==> src/rtl/multicycle_controller_pkg.sv <==
// ----------------------------------------------------------------------------
// riscv_ctrl_pkg
// Shared types and encodings for the RV32I multi-cycle control unit:
//   state_t      controller FSM states
//   OP_*         RV32I major opcodes the controller understands
//   ALUOP_*      ALU-op bus encodings
//   SRCB_*       alu_src_b mux selects
//   M2R_*        mem_to_reg mux selects
// ----------------------------------------------------------------------------
package riscv_ctrl_pkg;

   typedef enum logic [3:0] {
      S_IDLE,
      S_FETCH,
      S_DECODE,
      S_EXEC,
      S_WB_ALU,
      S_ADDR,
      S_MEM_RD,
      S_WB_MEM,
      S_MEM_WR,
      S_BRANCH,
      S_JUMP,
      S_TRAP
   } state_t;

   localparam logic [6:0] OP_R    = 7'b0110011;
   localparam logic [6:0] OP_I    = 7'b0010011;
   localparam logic [6:0] OP_LUI  = 7'b0110111;
   localparam logic [6:0] OP_LW   = 7'b0000011;
   localparam logic [6:0] OP_SW   = 7'b0100011;
   localparam logic [6:0] OP_BR   = 7'b1100011;
   localparam logic [6:0] OP_JALR = 7'b1100111;

   localparam logic [1:0] ALUOP_ADD    = 2'b00;
   localparam logic [1:0] ALUOP_BRANCH = 2'b01;
   localparam logic [1:0] ALUOP_FUNC   = 2'b10;
   localparam logic [1:0] ALUOP_LUI    = 2'b11;

   localparam logic [1:0] SRCB_RS2  = 2'b00;
   localparam logic [1:0] SRCB_FOUR = 2'b01;
   localparam logic [1:0] SRCB_IMM  = 2'b10;

   localparam logic [1:0] M2R_ALU = 2'b00;
   localparam logic [1:0] M2R_MEM = 2'b01;
   localparam logic [1:0] M2R_PC4 = 2'b10;

endpackage

==> src/rtl/multicycle_controller_if.sv <==
// ----------------------------------------------------------------------------
// multicycle_controller_if
// Bundle between the control unit and the datapath / memories.
//   master : the controller (drives datapath enables and memory strobes)
//   slave  : datapath + memory side (drives opcode and handshakes)
// Signals: opcode, instr_valid, mem_ready, stall (to controller);
//   instr_req, ir_write, pc_write, pc_write_cond, alu_src_a, alu_src_b,
//   alu_op, mem_read, mem_write, mem_to_reg, reg_write, jsel,
//   illegal_instr, mem_timeout, busy (from controller).
// ----------------------------------------------------------------------------
interface multicycle_controller_if #(
   parameter int OPCODE_W = 7,
   parameter int ALUOP_W  = 2
);
   logic [OPCODE_W-1:0] opcode;
   logic                instr_valid;
   logic                mem_ready;
   logic                stall;
   logic                instr_req;
   logic                ir_write;
   logic                pc_write;
   logic                pc_write_cond;
   logic                alu_src_a;
   logic [1:0]          alu_src_b;
   logic [ALUOP_W-1:0]  alu_op;
   logic                mem_read;
   logic                mem_write;
   logic [1:0]          mem_to_reg;
   logic                reg_write;
   logic                jsel;
   logic                illegal_instr;
   logic                mem_timeout;
   logic                busy;

   modport master (
      input  opcode, instr_valid, mem_ready, stall,
      output instr_req, ir_write, pc_write, pc_write_cond, alu_src_a,
             alu_src_b, alu_op, mem_read, mem_write, mem_to_reg,
             reg_write, jsel, illegal_instr, mem_timeout, busy
   );

   modport slave (
      output opcode, instr_valid, mem_ready, stall,
      input  instr_req, ir_write, pc_write, pc_write_cond, alu_src_a,
             alu_src_b, alu_op, mem_read, mem_write, mem_to_reg,
             reg_write, jsel, illegal_instr, mem_timeout, busy
   );
endinterface

==> src/rtl/multicycle_controller_timer.sv <==
// ----------------------------------------------------------------------------
// mem_wait_timer
// Counts cycles spent waiting on a memory handshake.
//   clk, reset_n : clock, asynchronous active-low reset
//   clear        : restart the count (has priority over en)
//   en           : one more waiting cycle has elapsed
//   expired      : the current cycle is the MEM_TIMEOUT-th waiting cycle
// ----------------------------------------------------------------------------
module mem_wait_timer #(
   parameter int MEM_TIMEOUT = 15
) (
   input  logic clk,
   input  logic reset_n,
   input  logic clear,
   input  logic en,
   output logic expired
);
   localparam int CNT_W = (MEM_TIMEOUT > 1) ? $clog2(MEM_TIMEOUT) : 1;

   logic [CNT_W-1:0] cnt;

   // cnt holds the number of waiting cycles already completed, so the
   // MEM_TIMEOUT-th waiting cycle is the one where cnt == MEM_TIMEOUT-1.
   assign expired = (cnt == CNT_W'(MEM_TIMEOUT - 1));

   always_ff @(posedge clk or negedge reset_n) begin
      if (!reset_n) begin
         cnt <= '0;
      end else if (clear) begin
         cnt <= '0;
      end else if (en && !expired) begin
         cnt <= cnt + 1'b1;
      end
   end
endmodule

==> src/rtl/multicycle_controller.sv <==
// ----------------------------------------------------------------------------
// multicycle_controller
// Multi-cycle control unit for the RV32I core. Sequences each instruction
// through fetch / decode / execute / memory / writeback and drives the
// datapath enables, with wait-state handshakes, external stall, memory
// timeout and sticky traps.
//   clk      : rising-edge clock
//   reset_n  : asynchronous active-low reset
//   bus      : controller side (master) of multicycle_controller_if
// ----------------------------------------------------------------------------
module multicycle_controller
   import riscv_ctrl_pkg::*;
#(
   parameter int OPCODE_W    = 7,
   parameter int ALUOP_W     = 2,
   parameter int MEM_TIMEOUT = 15
) (
   input  logic                    clk,
   input  logic                    reset_n,
   multicycle_controller_if.master bus
);
   state_t state, next_state;
   logic   illegal_q, timeout_q;
   logic   set_illegal, set_timeout;
   logic   tmr_clear, tmr_en, tmr_expired;
   logic   is_r, is_i, is_u, is_lw, is_sw, is_br, is_jalr;

   assign is_r    = (bus.opcode == OPCODE_W'(OP_R));
   assign is_i    = (bus.opcode == OPCODE_W'(OP_I));
   assign is_u    = (bus.opcode == OPCODE_W'(OP_LUI));
   assign is_lw   = (bus.opcode == OPCODE_W'(OP_LW));
   assign is_sw   = (bus.opcode == OPCODE_W'(OP_SW));
   assign is_br   = (bus.opcode == OPCODE_W'(OP_BR));
   assign is_jalr = (bus.opcode == OPCODE_W'(OP_JALR));

   // Any state change restarts the count, which covers entry into every
   // waiting state. A stalled fetch freezes the count; memory waits never do.
   assign tmr_clear = (next_state != state);
   assign tmr_en    = (next_state == state) &&
                      ((state == S_FETCH && !bus.stall) ||
                       state == S_MEM_RD || state == S_MEM_WR);

   mem_wait_timer #(.MEM_TIMEOUT(MEM_TIMEOUT)) u_timer (
      .clk     (clk),
      .reset_n (reset_n),
      .clear   (tmr_clear),
      .en      (tmr_en),
      .expired (tmr_expired)
   );

   always_ff @(posedge clk or negedge reset_n) begin
      if (!reset_n) begin
         state     <= S_IDLE;
         illegal_q <= 1'b0;
         timeout_q <= 1'b0;
      end else begin
         state <= next_state;
         if (set_illegal) illegal_q <= 1'b1;
         if (set_timeout) timeout_q <= 1'b1;
      end
   end

   always_comb begin
      next_state  = state;
      set_illegal = 1'b0;
      set_timeout = 1'b0;
      case (state)
         S_IDLE: next_state = S_FETCH;
         // A returning fetch wins over both stall and the timeout limit.
         S_FETCH: begin
            if (bus.instr_valid) begin
               next_state = S_DECODE;
            end else if (!bus.stall && tmr_expired) begin
               next_state  = S_TRAP;
               set_timeout = 1'b1;
            end
         end
         S_DECODE: begin
            if (!bus.stall) begin
               if (is_r || is_i || is_u)  next_state = S_EXEC;
               else if (is_lw || is_sw)   next_state = S_ADDR;
               else if (is_br)            next_state = S_BRANCH;
               else if (is_jalr)          next_state = S_JUMP;
               else begin
                  next_state  = S_TRAP;
                  set_illegal = 1'b1;
               end
            end
         end
         S_EXEC:   if (!bus.stall) next_state = S_WB_ALU;
         S_ADDR:   if (!bus.stall) next_state = is_sw ? S_MEM_WR : S_MEM_RD;
         S_WB_ALU, S_WB_MEM, S_BRANCH, S_JUMP:
                   if (!bus.stall) next_state = S_FETCH;
         S_MEM_RD, S_MEM_WR: begin
            if (bus.mem_ready) begin
               next_state = (state == S_MEM_RD) ? S_WB_MEM : S_FETCH;
            end else if (tmr_expired) begin
               next_state  = S_TRAP;
               set_timeout = 1'b1;
            end
         end
         S_TRAP:   next_state = S_TRAP;
         default:  next_state = S_IDLE;
      endcase
   end

   // State-driven enables; register/PC writes are suppressed while stalled.
   always_comb begin
      bus.instr_req     = 1'b0;
      bus.ir_write      = 1'b0;
      bus.pc_write      = 1'b0;
      bus.pc_write_cond = 1'b0;
      bus.alu_src_a     = 1'b0;
      bus.alu_src_b     = SRCB_RS2;
      bus.alu_op        = ALUOP_W'(ALUOP_ADD);
      bus.mem_read      = 1'b0;
      bus.mem_write     = 1'b0;
      bus.mem_to_reg    = M2R_ALU;
      bus.reg_write     = 1'b0;
      bus.jsel          = 1'b0;
      case (state)
         S_FETCH: begin
            bus.instr_req = 1'b1;
            if (bus.instr_valid) begin
               bus.ir_write  = 1'b1;
               bus.pc_write  = 1'b1;
               bus.alu_src_b = SRCB_FOUR;
            end
         end
         S_DECODE: bus.alu_src_b = SRCB_IMM;
         S_EXEC: begin
            bus.alu_src_a = 1'b1;
            bus.alu_src_b = is_r ? SRCB_RS2 : SRCB_IMM;
            bus.alu_op    = is_u ? ALUOP_W'(ALUOP_LUI) : ALUOP_W'(ALUOP_FUNC);
         end
         S_WB_ALU: bus.reg_write = !bus.stall;
         S_ADDR: begin
            bus.alu_src_a = 1'b1;
            bus.alu_src_b = SRCB_IMM;
         end
         S_MEM_RD: bus.mem_read  = 1'b1;
         S_MEM_WR: bus.mem_write = 1'b1;
         S_WB_MEM: begin
            bus.reg_write  = !bus.stall;
            bus.mem_to_reg = M2R_MEM;
         end
         S_BRANCH: begin
            bus.alu_src_a     = 1'b1;
            bus.alu_op        = ALUOP_W'(ALUOP_BRANCH);
            bus.pc_write_cond = !bus.stall;
         end
         S_JUMP: begin
            bus.jsel       = 1'b1;
            bus.pc_write   = !bus.stall;
            bus.reg_write  = !bus.stall;
            bus.mem_to_reg = M2R_PC4;
            bus.alu_src_a  = 1'b1;
            bus.alu_src_b  = SRCB_IMM;
         end
         default: ;
      endcase
      bus.illegal_instr = illegal_q;
      bus.mem_timeout   = timeout_q;
      bus.busy          = (state != S_IDLE) && (state != S_TRAP);
   end
endmodule

==> src/flat_wrapper.sv <==
// flat-port wrapper written by rule: the top's interface ports become plain ports
module multicycle_controller_flat import riscv_ctrl_pkg::*;
#(
   parameter int OPCODE_W    = 7,
   parameter int ALUOP_W     = 2,
   parameter int MEM_TIMEOUT = 15
)
  (clk, reset_n, bus_opcode, bus_instr_valid, bus_mem_ready, bus_stall, bus_instr_req, bus_ir_write, bus_pc_write, bus_pc_write_cond, bus_alu_src_a, bus_alu_src_b, bus_alu_op, bus_mem_read, bus_mem_write, bus_mem_to_reg, bus_reg_write, bus_jsel, bus_illegal_instr, bus_mem_timeout, bus_busy);
  multicycle_controller_if #(.OPCODE_W(OPCODE_W), .ALUOP_W(ALUOP_W)) bus_i ();
  input  logic clk;
  input  logic reset_n;
  input wire logic [$bits(bus_i.opcode)-1:0] bus_opcode;
  input wire logic [$bits(bus_i.instr_valid)-1:0] bus_instr_valid;
  input wire logic [$bits(bus_i.mem_ready)-1:0] bus_mem_ready;
  input wire logic [$bits(bus_i.stall)-1:0] bus_stall;
  output wire logic [$bits(bus_i.instr_req)-1:0] bus_instr_req;
  output wire logic [$bits(bus_i.ir_write)-1:0] bus_ir_write;
  output wire logic [$bits(bus_i.pc_write)-1:0] bus_pc_write;
  output wire logic [$bits(bus_i.pc_write_cond)-1:0] bus_pc_write_cond;
  output wire logic [$bits(bus_i.alu_src_a)-1:0] bus_alu_src_a;
  output wire logic [$bits(bus_i.alu_src_b)-1:0] bus_alu_src_b;
  output wire logic [$bits(bus_i.alu_op)-1:0] bus_alu_op;
  output wire logic [$bits(bus_i.mem_read)-1:0] bus_mem_read;
  output wire logic [$bits(bus_i.mem_write)-1:0] bus_mem_write;
  output wire logic [$bits(bus_i.mem_to_reg)-1:0] bus_mem_to_reg;
  output wire logic [$bits(bus_i.reg_write)-1:0] bus_reg_write;
  output wire logic [$bits(bus_i.jsel)-1:0] bus_jsel;
  output wire logic [$bits(bus_i.illegal_instr)-1:0] bus_illegal_instr;
  output wire logic [$bits(bus_i.mem_timeout)-1:0] bus_mem_timeout;
  output wire logic [$bits(bus_i.busy)-1:0] bus_busy;
  assign bus_i.opcode = bus_opcode;
  assign bus_i.instr_valid = bus_instr_valid;
  assign bus_i.mem_ready = bus_mem_ready;
  assign bus_i.stall = bus_stall;
  assign bus_instr_req = bus_i.instr_req;
  assign bus_ir_write = bus_i.ir_write;
  assign bus_pc_write = bus_i.pc_write;
  assign bus_pc_write_cond = bus_i.pc_write_cond;
  assign bus_alu_src_a = bus_i.alu_src_a;
  assign bus_alu_src_b = bus_i.alu_src_b;
  assign bus_alu_op = bus_i.alu_op;
  assign bus_mem_read = bus_i.mem_read;
  assign bus_mem_write = bus_i.mem_write;
  assign bus_mem_to_reg = bus_i.mem_to_reg;
  assign bus_reg_write = bus_i.reg_write;
  assign bus_jsel = bus_i.jsel;
  assign bus_illegal_instr = bus_i.illegal_instr;
  assign bus_mem_timeout = bus_i.mem_timeout;
  assign bus_busy = bus_i.busy;
  multicycle_controller #(.OPCODE_W(OPCODE_W), .ALUOP_W(ALUOP_W), .MEM_TIMEOUT(MEM_TIMEOUT)) u_core (.clk(clk), .reset_n(reset_n), .bus(bus_i));
endmodule
==> config.mk <==
export PLATFORM = sky130hd
export DESIGN_NAME = multicycle_controller_flat
export DESIGN_NICKNAME = d
export VERILOG_FILES = /design/src/rtl/multicycle_controller_pkg.sv /design/src/rtl/multicycle_controller_if.sv /design/src/rtl/multicycle_controller_timer.sv /design/src/rtl/multicycle_controller.sv /design/src/flat_wrapper.sv
export SDC_FILE = /design/constraint.sdc
export NUM_CORES = 1
export LEC_CHECK = 0
export BUFFER_PORTS_ARGS = -buffer_cell sky130_fd_sc_hd__buf_2
export CAP_MARGIN = 5
export CORE_MARGIN = 8
export CORE_UTILIZATION = 34
export DETAILED_ROUTE_END_ITERATION = 10
export HOLD_SLACK_MARGIN = 0.02
export SYNTH_ARGS = -nofsm -noshare
export SYNTH_HDL_FRONTEND = slang
export SYNTH_SLANG_ARGS = --single-unit
==> constraint.sdc <==
create_clock -name clk -period 3.8 [get_ports clk]
set_input_delay 0.76 -clock clk [delete_from_list [all_inputs] [get_ports clk]]
set_output_delay 0.76 -clock clk [all_outputs]
set_load 0.05 [all_outputs]
After elaboration in Yosys (flattened, before gate mapping)
Cells that the tools add are included.
{"block": "word_totals", "wordCells": 91, "out_inout_bits": 18, "ff_bits": 10}
{"block": "classes", "eq_ne": 22, "add_sub_neg": 1, "n_reduce_logical": 20, "mux": 44}
{"cell": "$mux 4", "n": 14}
{"cell": "$pmux 4 s8", "n": 1}
{"cell": "$mux 1", "n": 22}
{"cell": "$eq 7x6->1 const B", "n": 3}
{"cell": "$eq 4x4->1 const B", "n": 5}
{"cell": "$eq 4x3->1 const B", "n": 4}
{"cell": "$eq 7x7->1 const B", "n": 2}
{"cell": "$eq 4x2->1 const B", "n": 2}
{"cell": "$pmux 2 s2", "n": 2}
{"cell": "$reduce_or 4->1", "n": 2}
{"cell": "$eq 7x2->1 const B", "n": 1}
{"cell": "$eq 7x5->1 const B", "n": 1}
{"cell": "$pmux 2 s3", "n": 1}
{"cell": "$reduce_or 3->1", "n": 2}
{"cell": "$logic_and 1x1->1", "n": 5}
{"cell": "$logic_or 1x1->1", "n": 5}
{"cell": "$add 4x1->4 const B", "n": 1}
{"cell": "$eq 4x1->1 const B", "n": 1}
{"cell": "$eq 4x4->1", "n": 1}
{"cell": "$logic_not 4->1", "n": 1}
{"cell": "$ne 4x4->1", "n": 1}
{"cell": "$ne 4x4->1 const B", "n": 1}
{"cell": "$pmux 1 s2", "n": 2}
{"cell": "$reduce_bool 4->1", "n": 1}
{"cell": "other kinds (5)", "n": 6}

Logic depth before layout (Yosys ltp)
Gate-level depths: netlist of run 1.
{"block": "logic_depth", "ltp_word": 12, "depth_mapped": 8, "ltp_nobuf": 8}

Cells and area by module
A second synthesis of run 1 with hierarchy kept.
{"block": "unflattened", "cells_unflattened": 156, "area_unflattened_um2": 1112.3}
{"mod": "multicycle_controller", "instances": 1, "cells_each": 132, "area_each_um2": 890.9}
{"mod": "mem_wait_timer", "instances": 1, "cells_each": 24, "area_each_um2": 221.5}

Worst setup path before layout of run 1
No wires, ideal clock.
{"block": "synth_path", "path_kind": "register to output", "start": "reg u_core.state[2]", "end": "out bus_reg_write", "setup_slack_ps": 823, "arrival_time_ps": 2217, "stages_incl_launch_ff": 6, "path_cell_list": "dfrtp_1 > buf_4 > nand2b_1 > nor2_1 > a21oi_1 > nor2_1"}
{"block": "synth_between", "elab_chain_cells": 3, "elab_cells_between_ends": 5, "classes_between": "eq/ne: 3; mux: 1; reduce/logical: 1"}
{"item": "start, declared", "line": "multicycle_controller.sv:22", "source": "state_t state, next_state;"}
{"item": "start signal, assigned", "line": "multicycle_controller.sv:57", "source": "state <= next_state;"}
{"item": "$eq 4x3->1 / $eq 4x4->1 (equally long branches)", "line": "multicycle_controller.sv:121", "source": "case (state)"}
{"item": "$reduce_or 3->1 (no source line) *"}
{"item": "$mux 1 *"}
{"item": "end, declared", "line": "flat_wrapper.sv:26", "source": "output wire logic [$bits(bus_i.reg_write)-1:0] bus_reg_write;"}
Every way passes the cells marked *; elsewhere a longest branch is shown, timed or not.

Worst setup path after layout of run 1
{"block": "layout_path", "start": "reg u_core.state[1]", "end": "out bus_alu_src_a"}
{"block": "layout_between", "elab_chain_cells": 3, "elab_cells_between_ends": 6, "classes_between": "eq/ne: 4; mux: 1; reduce/logical: 1"}
{"item": "$eq 4x3->1, or another cell as far along", "line": "multicycle_controller.sv:121"}
{"item": "$reduce_or 4->1 (no source line) *"}
{"item": "$mux 1 *", "line": "multicycle_controller.sv:121"}
{"item": "end, declared", "line": "flat_wrapper.sv:20", "source": "output wire logic [$bits(bus_i.alu_src_a)-1:0] bus_alu_src_a;"}
Marks and branches as above.

==> results.txt, run 1 <==
The run finished with clean final reports. Derived from the worst setup path, the maximum achievable clock frequency is approximately 350 MHz. The root cell of the clock tree is clkbuf_4.

The clock tree from TritonCTS is built. The setup slack at placement is ~1.1 ns. The delay of the slowest cell on the worst path came out at between 0.7 and 0.8 ns.

The final layout contains 179 nets. The total area of sequential cells is ~250 um2. The register-to-register setup slack came out at approximately 1.3 ns. The number of buffer and inverter stages on the critical path is 1. Entering global routing, the biggest net connects 23 pins. CTS built an H-tree with a depth of 1. The register bit count reported by yosys came out at 10. At the pin with the least slew margin, the transition time is about 0.75 ns. The number of failing hold endpoints at the final stage is 0. The total nets after synthesis is 157. The routed wire length is 3150 um.

The antenna cell count came out at 0. The global-route wire length before repair is about 5200 um. STA puts the critical path data arrival time at ~2.1 ns. From bottom edge to top edge, the die measures 73.7 um.

The worst setup path is launched from a flip-flop. The number of detailed-route iterations in the first pass came out at 4. The core footprint came out at ~0.0033 mm2. Post-CTS timing repair inserted 0 buffers for setup. The congestion estimate from routability-driven global placement came to 0.870. Among all flip-flop cells after synthesis, the most frequent one is dfrtp_1.

The number of vias after detailed routing is approximately 1,200. The number of warnings issued by yosys came out at 0. The floorplan step set the die width to approximately 74 um. The cell count after synthesis came out at roughly 140. The total power consumption of the routed design came out at roughly 0.0010 W. The clock network fraction of total power came out at under 10%. Clock skew on the completed layout was measured at about 0.0050 ns. The ratio of final minimum period to clock period is around three quarters.

Clock-pin slew was measured on the worst setup and hold paths at ~0.07 ns. The final setup violation count came out at 0. After the first detailed-routing iteration, the DRC count stood at 55.

The number of I/O pins came out at 30. In the routed design, unresolved DRC markers number 0. The post-cts hold buffer count is 0.

The worst reg2reg path depth is 5. The source-to-sink clock delay at the later pin of the worst-skew pair is about 0.27 ns. The endpoint of the worst register-to-register path is u_core.u_timer.cnt[0].

Summing the sequential cell areas from Yosys gives about 22% of the chip area. The startpoint identified for the worst register-to-register timing path is u_core.state[3]. The count of flip-flops with a built-in enable after synthesis is 0.

Among all stages on the critical path, the largest delay is contributed by dfrtp_1. The worst-case setup margin in the final layout is approximately 0.94 ns. The number of buffers on the longest clock path is 2. Setup repair after global routing left no endpoint under its margin. The signal on the critical path passes through nand2_1 > mux2_2 > o22ai_1 > buf_2. Row generation in the floorplan step produced 21 rows. The average wire per standard cell is between 10 and 15 um. The post-synthesis cell type count is 52. The proportion of synthesized flip-flops having asynchronous set or reset came out at 100%.

In the global route stage, overall resource usage came out at about an eighth. The quantity of gates resized following cts is 0. The biggest fanout along the worst timing path is 20. Dividing the synthesized area by the synthesized cell count gives 7.92 um2. Fill cells in the final layout number 365. Buffers inserted during clock tree synthesis total 3. The final sum of negative setup slack is 0 ns.

The internal power consumption came out at 0.000422 W. The maximum resistive drop on vdd came out at 317 uV. The die covers about 0.0054 mm2.

The critical path is of the reg2out type. The netlist area before placement came out at about 0.0011 mm2. Max-cap violations in this run came to 0. The worst hold slack is roughly 0.34 ns. The worst setup path is captured at an output port.

The relative contribution of combinational cells to total power is between 60% and 70%. The number of antenna violations at the first check in global routing was 0. The kind of cell with the highest combined delay along the critical path is flip-flops. In this run the remaining antenna-violating nets after routing total 0. The overall overflow remaining after global route came out at 0. For this design the total switching power over the nets is 0.000590 W. The final period demand of the worst path is about 2.9 ns.

For the worst setup path, the data required time is between 3 and 4 ns. The tree built by TritonCTS fans out to 10 sinks. In the final layout, the multi-input gates occupy roughly 770 um2. The HPWL after detailed placement came out at roughly 2400 um.

The tightest slew margin relative to the limit came out at roughly half. The starting density of the core came out at about a third. Net switching is around 58% of the power. The power density of the placed cells is between 700 and 800 mW/mm2.

The share of cells above drive strength 1 came out at roughly a quarter. The area growth from synthesis to layout is 14.1%. The number of buffers inserted by port buffering came out at 29. The part of the total power dissipated in sequential elements is 22.8%. The static leakage is 0.571 nW.

The worst hold path belongs to the class in2async. The number of slew-limit violations in the final report is 0. The via count of the first global-routing pass came out at roughly 1,100.

The number of vias per cell is 5.55.
worst max path at each step:
stage                    startpoint          endpoint  slack [ns]  cells past startpoint
floorplan           u_core.state[2]     bus_reg_write        0.82                      5
global placement      bus_opcode[6]  bus_alu_src_b[1]        1.18                      8
detailed placement    bus_opcode[6]  bus_alu_src_b[1]        1.14                      8
CTS                 u_core.state[1]     bus_alu_src_a        0.96                      4
global route        u_core.state[3]     bus_reg_write        0.76                      5
finish              u_core.state[1]     bus_alu_src_a        0.94                      4
worst reg2reg max path, stage by stage (launching register included):
cell     delay (ns)
dfrtp_1        0.66
or4b_4         0.69
o41ai_2        0.48
nor3b_1        0.12
o32a_1         0.26
nor3_1         0.20
state kept, by name (all words and copies together) (netlist names):
register,cells
u_core.bus.mem_timeout,1
u_core.state,4
u_core.u_timer.cnt,4
u_core.bus.illegal_instr,1
cell usage after synthesis (all sizes together), types with 2 or more instances:
library cell  count  area [um2]
nor2             16        60.1
nand2b            6        40.0
ha                2        25.0
dfrtp            10         250
inv               9        33.8
nor3             11        55.1
o21ai             9        45.0
nand3             5        25.0
nand2             7        26.3
clkbuf            3        11.3
nor3b             3        27.5
or2               2        12.5
nand4b            3        26.3
nor4b             2        38.8
a221o             2        20.0
buf               9        67.6
a21oi             9        45.0
a41o              2        20.0
xnor2             4        35.0
a31oi             2        12.5
o22ai             3        18.8
layout by cell type, fill, tap and decap left out, drive strengths merged, types with 2 or more instances in the layout:
cell type	n
a21oi	9
a221o	2
a31oi	2
a41o	2
buf	29
clkbuf	4
dfrtp	10
ha	2
inv	9
nand2	7
nand2b	6
nand3	5
nand4b	3
nor2	16
nor3	11
nor3b	3
nor4b	2
o21ai	9
o22ai	3
or2	2
xnor2	4
through the flow:
| stage | utilization, % | instances | area, um2 |
|---|---|---|---|
| after global routing | 39.7 | 210 | 1290 |
| final | 39.7 | 210 | 1290 |
| after global placement | 38.6 | 206 | 1260 |
| after detailed placement | 38.6 | 206 | 1260 |
| after CTS | 39.7 | 210 | 1290 |
| after floorplan | - | 143 | 1130 |
power by group through the flow:
stage,sequential [W],combinational [W],clock [W]
global placement,0.000226,0.000682,0
floorplan,0.000163,0.000634,0
finish,0.000231,0.000685,0.0000960
detailed placement,0.000228,0.000686,0
CTS,0.000226,0.000689,0.0000993
global route,0.000240,0.000741,0.000103
cell families after synthesis:
kind of cell             share of synthesized area (%)
flip-flops                                        22.1
AND/OR/NAND/NOR                                   34.0
AO/OA/AOI/OAI                                     24.9
XOR/XNOR                                          3.87
adder cells (fa/ha/maj)                           2.21
multiplexers                                      2.98
buffers and inverters                             9.94
routing by layer:
| metal | global-route usage (%) | wire length, um | up-vias |
|---|---|---|---|
| li1 | - | - | 573 |
| met1 | 14.1 | 1410 | 557 |
| met2 | 20.7 | 1510 | 31 |
| met3 | 3.68 | 204 | 4 |
| met4 | 3.10 | 17 | 0 |
| met5 | 0 | 0 | - |
area by class of cell:
class	count	share of cell area, %
Timing Repair Buffer	29	11.2
Multi-Input combinational cell	112	59.5
Tap cell	46	4.45
Clock buffer	4	2.81
Sequential cell	10	19.4
Inverter	9	2.61
Power figures use the tool's default switching activity.
==> inputs of run 2 (changes only) <==
- clock period: 3.8 -> 2.4 ns (I/O delays scaled with it)
==> results.txt, run 2 (synthesis results as in run 1) <==
The number of buffers on the longest clock path came out at 2. The biggest fanout along the worst timing path is 8. The number of slew-limit violations in the final report came out at 0. The net count of the finished layout is 190. The number of failing hold endpoints at the final stage is 0. Setup repair after global routing left no endpoint under its margin.

The post-placement cell count is between 200 and 250. The number of vias per cell is ~5.5. Once layout is complete, the cells apart from fillers number 220. The tightest min-delay check is of the in2async type. The flow ran to the end, and the final reports show no timing, DRC or antenna violations.

CTS built an H-tree with a depth of 1. The overall routing resource usage is between 10 and 15%. The static leakage is about 0.62 nW. Hold timing on the final database bottoms out at a slack of ~0.066 ns. The final antenna-violating net count is 0. The number of buffers inserted by port buffering is 29. The number of vias after detailed routing came out at around 1,200. The routed wire length came out at about 3300 um.

Detailed placement ended at an HPWL of around 2600 um. The final critical path takes up approximately 96% of the cycle. The most common library cell in the layout ignoring fill and taps is buf_2. The post-cts hold buffer count came out at 0. After clock tree synthesis, the repair step resized 0 gates. In the final layout, the registers with the most flip-flops are u_core.state (4), u_core.u_timer.cnt (4). The instance area at placement came out at 0.00137 mm2. The via count of the first global-routing pass came out at between 1,000 and 1,500. The number of maximum-capacitance constraint violations came out at 0. In this run the standard cell core region covers approximately 0.0033 mm2. The cell area after layout is around 0.0014 mm2. The final period demand of the worst path is ~2.3 ns. Before antenna repair, the detailed router went through 4 iterations. In this run the vertical extent of the chip is about 74 um.

Across the routed clock network, the largest skew measured is about 0.0020 ns. The layout overhead on the synthesized area is 22.8%. The clock net sink count is 10.

The data arrival time of the critical path is between 1.5 and 2 ns. IR analysis of the VDD net gives a maximum drop of approximately 570 uV. The overall overflow remaining after global route is 0.

STA classifies the critical path endpoint as an output port. The root cell of the clock tree is clkbuf_4. The remaining design rule violation count is 0. For this run, the top clock speed supported by timing is approximately 430 MHz. The total die area came out at between 0.005 and 0.006 mm2.

The maximum number of pins on one net before global-route repair is 15. The global-route wire length before repair is 5370 um. The register-to-register setup slack is approximately 0.15 ns. The number of I/O pins is 30.

The library cells used most frequently in the layout, excluding fill and tap cells, are buf_2, nor2_1, buf_4, dfrtp_1. The share of cells above drive strength 1 came out at 33.3%. The worst endpoint required time came out at around 1.9 ns.

The number of buffers added by the clock tree synthesis step is 3. STA classifies the critical path startpoint as a flip-flop. The average wire per standard cell is roughly 15 um. Timing analysis after detailed placement gives a worst setup slack of between 0.15 and 0.2 ns. The row count is 21. TritonCTS built the clock tree. The final setup violation count is 0. The final RePlAce weighted congestion came out at between 0.9 and 1. The detailed router's first-iteration violation count came out at 94. The number of inserted filler cells in the final layout came out at 359. The number of antenna violations at the first check in global routing is 0.

The tightest slew margin relative to the limit came out at about 68%. From left edge to right edge, the die measures 73.7 um. The final design utilization came out at between 40% and 50%. The measured slew at the worst slew-check pin came out at 0.480 ns. In this run the post-CTS setup repair buffer count came out at 0. Dividing total power by cell area gives a power density of 1220 mW/mm2. The clock-pin slew of the registers on the worst-case setup and hold paths is around 0.06 ns. The critical path in this run is classified as reg2out. The antenna cell count came out at 0. The source-to-sink clock delay at the later pin of the worst-skew pair came out at 0.26 ns. Setup slack closes at 0.0867 ns. The starting density of the core came out at around a third.
==> run 2: changes by cell type in the layout (fill, tap and decap cells not counted), sizes merged <==
cell,previous run,this run
buf,29,40
clkbuf,4,3
clkinvlp,0,1
inv,9,8
==> run 2: routing by layer <==
metal  up-vias  track usage (%)  routed length, um
met5         -                0                  0
li1        589                -                  -
met1       565             16.4               1520
met4         0             3.33                 25
met2        48             19.8               1540
met3         4             1.64                191
==> run 2: final timing paths <==
check | end | startpoint | cells after the start
worst max register to register | u_core.u_timer.cnt[2] | u_core.state[0] | 7
worst min-delay path | u_core.u_timer.cnt[3] | reset_n | 1
worst max-delay path | bus_alu_src_a | u_core.state[0] | 5
max in group asynchronous | u_core.bus.illegal_instr | reset_n | 1
worst min register to register | u_core.bus.mem_timeout | u_core.bus.mem_timeout | 1
min in group clk | u_core.bus.mem_timeout | u_core.bus.mem_timeout | 1
==> run 2: area by class of cell <==
cell class / count / area, um2 / area share, %
clock buffer: 3 / 22.5 / 1.62
inverter: 9 / 37.5 / 2.70
multi-input combinational: 112 / 795 / 57.2
sequential: 10 / 250 / 18.0
tap: 46 / 57.6 / 4.14
timing repair buffer: 40 / 228 / 16.4
==> run 2: stage by stage <==
| stage | TNS (ns) | power, W |
|---|---|---|
| after floorplan | -0.00938 | 0.00129 |
| after global placement | 0 | 0.00157 |
| after detailed placement | 0 | 0.00158 |
| after CTS | 0 | 0.00169 |
| after global routing | 0 | 0.00182 |
| final | 0 | 0.00170 |
==> run 2: worst max-delay path: stages, from the launching register on <==
cell and delay (ns):
dfrtp_1 0.53, buf_4 0.20, nand2_1 0.13, mux2_2 0.29
o22ai_1 0.13, buf_2 0.29
==> run 2: report_power, final <==
| group | switching [W] | internal (W) | total, W | leakage, nW |
|---|---|---|---|---|
| clock network | 0.0000532 | 0.0000578 | 0.000111 | 0.0138 |
| logic | 0.000861 | 0.000455 | 0.00132 | 0.473 |
| registers | 0.0000637 | 0.000207 | 0.000271 | 0.128 |
==> inputs of run 3 (changes only) <==
- SYNTH_HIERARCHICAL: default -> 1
==> results.txt, run 3 <==
The global routing stage identified its most utilized layer as met2. The worst endpoint required time came out at 2.60 ns. The H-tree depth came out at 1.

The worst pin sits at a relative slew slack of between 70% and 80%. The net count reported at finish came out at between 200 and 300. The post-placement cell count is roughly 280.

The data arrival time of the critical path is 2.95 ns. After synthesis, the netlist uses 46 different library cells. The detailed router finished its first iteration with 82 violations. The number of buffers inserted by port buffering came out at 29. Yosys mapped a number of flops with a built-in enable equal to 0. The biggest area contributor in the post-synthesis netlist is dfrtp_1.

The final design utilization came out at 61.5%. The number of antenna violations at the first check in global routing is 0. In this run the power density over the cells is about 1200 mW/mm2. The antenna cell count came out at 0. The overall overflow remaining after global route is 0. The detail route stage leaves a number of antenna-violating nets equal to 0. The global-route wire length before repair is 6770 um. The run finished, with violations left. The initial utilization of the core area, before any placement, comes to between 30 and 40%. Counting every sink on the clock net gives 10. The overall routing resource usage is approximately 16%.

Sorting the synthesized cells by how often they occur yields nor2_1, a21oi_1, nand2_1. The register-to-register setup slack is -0.34 ns. The checks that failed: negative setup slack. The number of slew-limit violations in the final report was 0. Summing all placed instances gives a cell area of between 0.0015 and 0.002 mm2. The power spent charging and discharging nets is between 0.001 and 0.0015 W. Summed over all failing endpoints, the final setup total negative slack is -1.14 ns.

30 I/O pins were placed. The gate count after technology mapping came out at approximately 160. The die covers approximately 0.0054 mm2. The netlist area before placement is 0.00111 mm2. The floorplan die width is ~73 um.

The type of the most critical hold path is in2async. For this run, global-route usage on met3 was measured as approximately 2.2%. Cells with a size suffix above 1 make up around half of the layout.

Entering global routing, the biggest net connects 13 pins. The detailed router placed ~1,500 vias in this run. The ratio of final minimum period to clock period is 114%.

The register bit count reported by yosys is 10. The via count of the first global-routing pass came out at 1,452. STA classifies the critical path endpoint as a flip-flop. The relative contribution of combinational cells to total power came out at between 80% and 90%. The total nets after synthesis came out at 170. The internal portion of the total power is ~0.0011 W. For this run, global-route usage on met2 was measured as a little over a quarter. The biggest fanout along the worst timing path came out at 5. The root cell of the clock tree is clkbuf_4.

The source-to-sink clock delay at the later pin of the worst-skew pair came out at ~0.27 ns. The Yosys step of the flow raised 6 warnings. The row count is 20. Dividing the detail-routed wire length by the instance count gives 14.2 um. The measured slew at the worst slew-check pin came out at 0.327 ns.

The post-cts hold buffer count came out at 0. The count of placed standard cells in the final layout, fillers left out came out at 289. nor2_1 is the most common cell in the netlist. The met1 track demand over resource in global routing is around a fifth.

STA classifies the critical path startpoint as a flip-flop. The register area share after synthesis came out at 22.5%. TritonCTS built the clock tree. The clock-pin slew of the registers on the worst-case setup and hold paths came out at 0.07 ns. The layout overhead on the synthesized area came out at 70.1%.

The number of vias per cell came out at approximately 5.1. The clock arrives with between 0.009 and 0.01 ns of skew. Setup repair after global routing could not meet its margin everywhere. After filler insertion, the fill cell instance count of the layout stands at 297. The wire-length estimate of the detail-placed layout is 3250 um. The final RePlAce weighted congestion came out at roughly 0.89. The number of buffers added by the clock tree synthesis step came out at 3. The tool flagged a number of max-cap violations equal to 0. The switching portion of total power came out at 52.0%. The total area inside the core boundary comes to between 0.003 and 0.004 mm2. Wires add up to around 4000 um. For this run, design rule violations remaining after detail routing come to 0.

The worst-case setup margin in the final layout is -0.341 ns. Leaving out fill and tap cells, the most frequent cell in the layout is buf_4. In the layout the commonest cells are buf_4, buf_2, nor2_1, nand2_1, a21oi_1. The number of failing hold endpoints at the final stage came out at 0.

The number of buffers on the longest clock path is 2. The part of the total power dissipated in sequential elements came out at between 10% and 20%. The mean area per synthesized cell came out at about 7.1 um2.

The critical path in this run is classified as reg2reg. The finished cells cover around 0.0019 mm2. In the synthesized netlist the dominant register cell turns out to be dfrtp_1. The proportion of synthesized flip-flops having asynchronous set or reset came out at 100%. The synthesized design devotes to its leading area cell type between 20% and 30% of total area.

The static leakage is 0.928 nW. The maximum operating frequency came out at about 360 MHz. In the final layout, the registers with the most flip-flops are u_core/state (4), u_core/u_timer/cnt (4). The maximum resistive drop on vdd is 710 uV. The die outline height is 73.2 um. The final setup violation count came out at 4.

The final period demand of the worst path came out at between 2 and 3 ns. The number of detailed-route iterations in the first pass is 4. Sorting the synthesized cells by area gives the leading types as dfrtp_1, a21oi_1, nor2_1. Per report_power, the clock group accounts for approximately 5.1% of the total.
-- run 3: cell types whose count changed after synthesis, sizes merged, moves of 4 or more --
| cell | delta |
|---|---|
| a21o | +4 |
| a21oi | +4 |
| buf | -5 |
| nand2 | +5 |
| nor2b | +6 |
| nor3 | -5 |
| or3 | +4 |
| xnor2 | -4 |
-- run 3: cell families after synthesis --
| kind of cell | Yosys count | synth area share (%) |
|---|---|---|
| simple gates | 71 | 34.3 |
| flops | 10 | 22.5 |
| compound gates | 52 | 29.5 |
| buf+inv | 16 | 6.75 |
| fa+ha+maj | 2 | 2.25 |
| mux | 3 | 3.15 |
| xor+xnor | 2 | 1.58 |
-- run 3: critical path: stages (launching register included) --
cell and delay (ns):
dfrtp_1 0.36, inv_2 0.06, ha_4 0.17, nand3_4 0.10
inv_4 0.05, buf_12 0.12, nand3_4 0.05, a21oi_2 0.07
a2111o_1 0.43, mux2_4 0.33, nor4_2 0.25, buf_4 0.18
inv_4 0.04, or3_4 0.36, a21oi_2 0.11
-- run 3: area by class of cell --
cell class              instances  area (um2)  area share (%)
multi-input cells             130         862            45.6
repair buffers                 95         671            35.4
flip-flops and latches         10         250            13.2
well taps                      44        55.1            2.91
inverters                       7        31.3            1.65
clock buffers                   3        22.5            1.19
-- run 3: worst paths after layout --
path | from | end | depth (start not counted)
min in group clk | u_core/bus.mem_timeout | u_core/bus.mem_timeout | 1
max | u_core/u_timer/cnt[0] | u_core/u_timer/cnt[1] | 14
min | reset_n | u_core/u_timer/cnt[2] | 1
min reg2reg | u_core/bus.mem_timeout | u_core/bus.mem_timeout | 1
max reg2reg | u_core/u_timer/cnt[0] | u_core/u_timer/cnt[1] | 14
max in group asynchronous | reset_n | u_core/state[3] | 1
-- run 3: what timing repair did --
| item | CTS | global route |
|---|---|---|
| pin swaps | 13 | 6 |
| gates resized for setup | 10 | 10 |
| setup buffers | 8 | 1 |
| setup endpoints to repair | 4 | 5 |
-- run 3: power groups by stage --
stage                     sequential (W)  clock (W)  combinational [W]
after detailed placement        0.000249          0            0.00171
after global routing            0.000253   0.000122            0.00201
after global placement          0.000245          0            0.00169
after floorplan                 0.000286          0            0.00101
final                           0.000249   0.000114            0.00187
after CTS                       0.000248   0.000118            0.00180
-- run 3: stage by stage --
step | total power [W] | setup slack [ns] | hold slack [ns]
after floorplan | 0.00129 | -0.282 | 0.184
after global placement | 0.00193 | -0.345 | 0.347
after detailed placement | 0.00195 | -0.403 | 0.357
after CTS | 0.00216 | -0.294 | 0.0661
after global routing | 0.00239 | -0.432 | 0.0773
final | 0.00224 | -0.341 | 0.0600
-- run 3: layer usage --
layer | vias to the layer above | wire length, um
li1 | 755 | -
met1 | 692 | 1920
met2 | 20 | 2000
met3 | 5 | 119
met4 | 0 | 55
met5 | - | 0
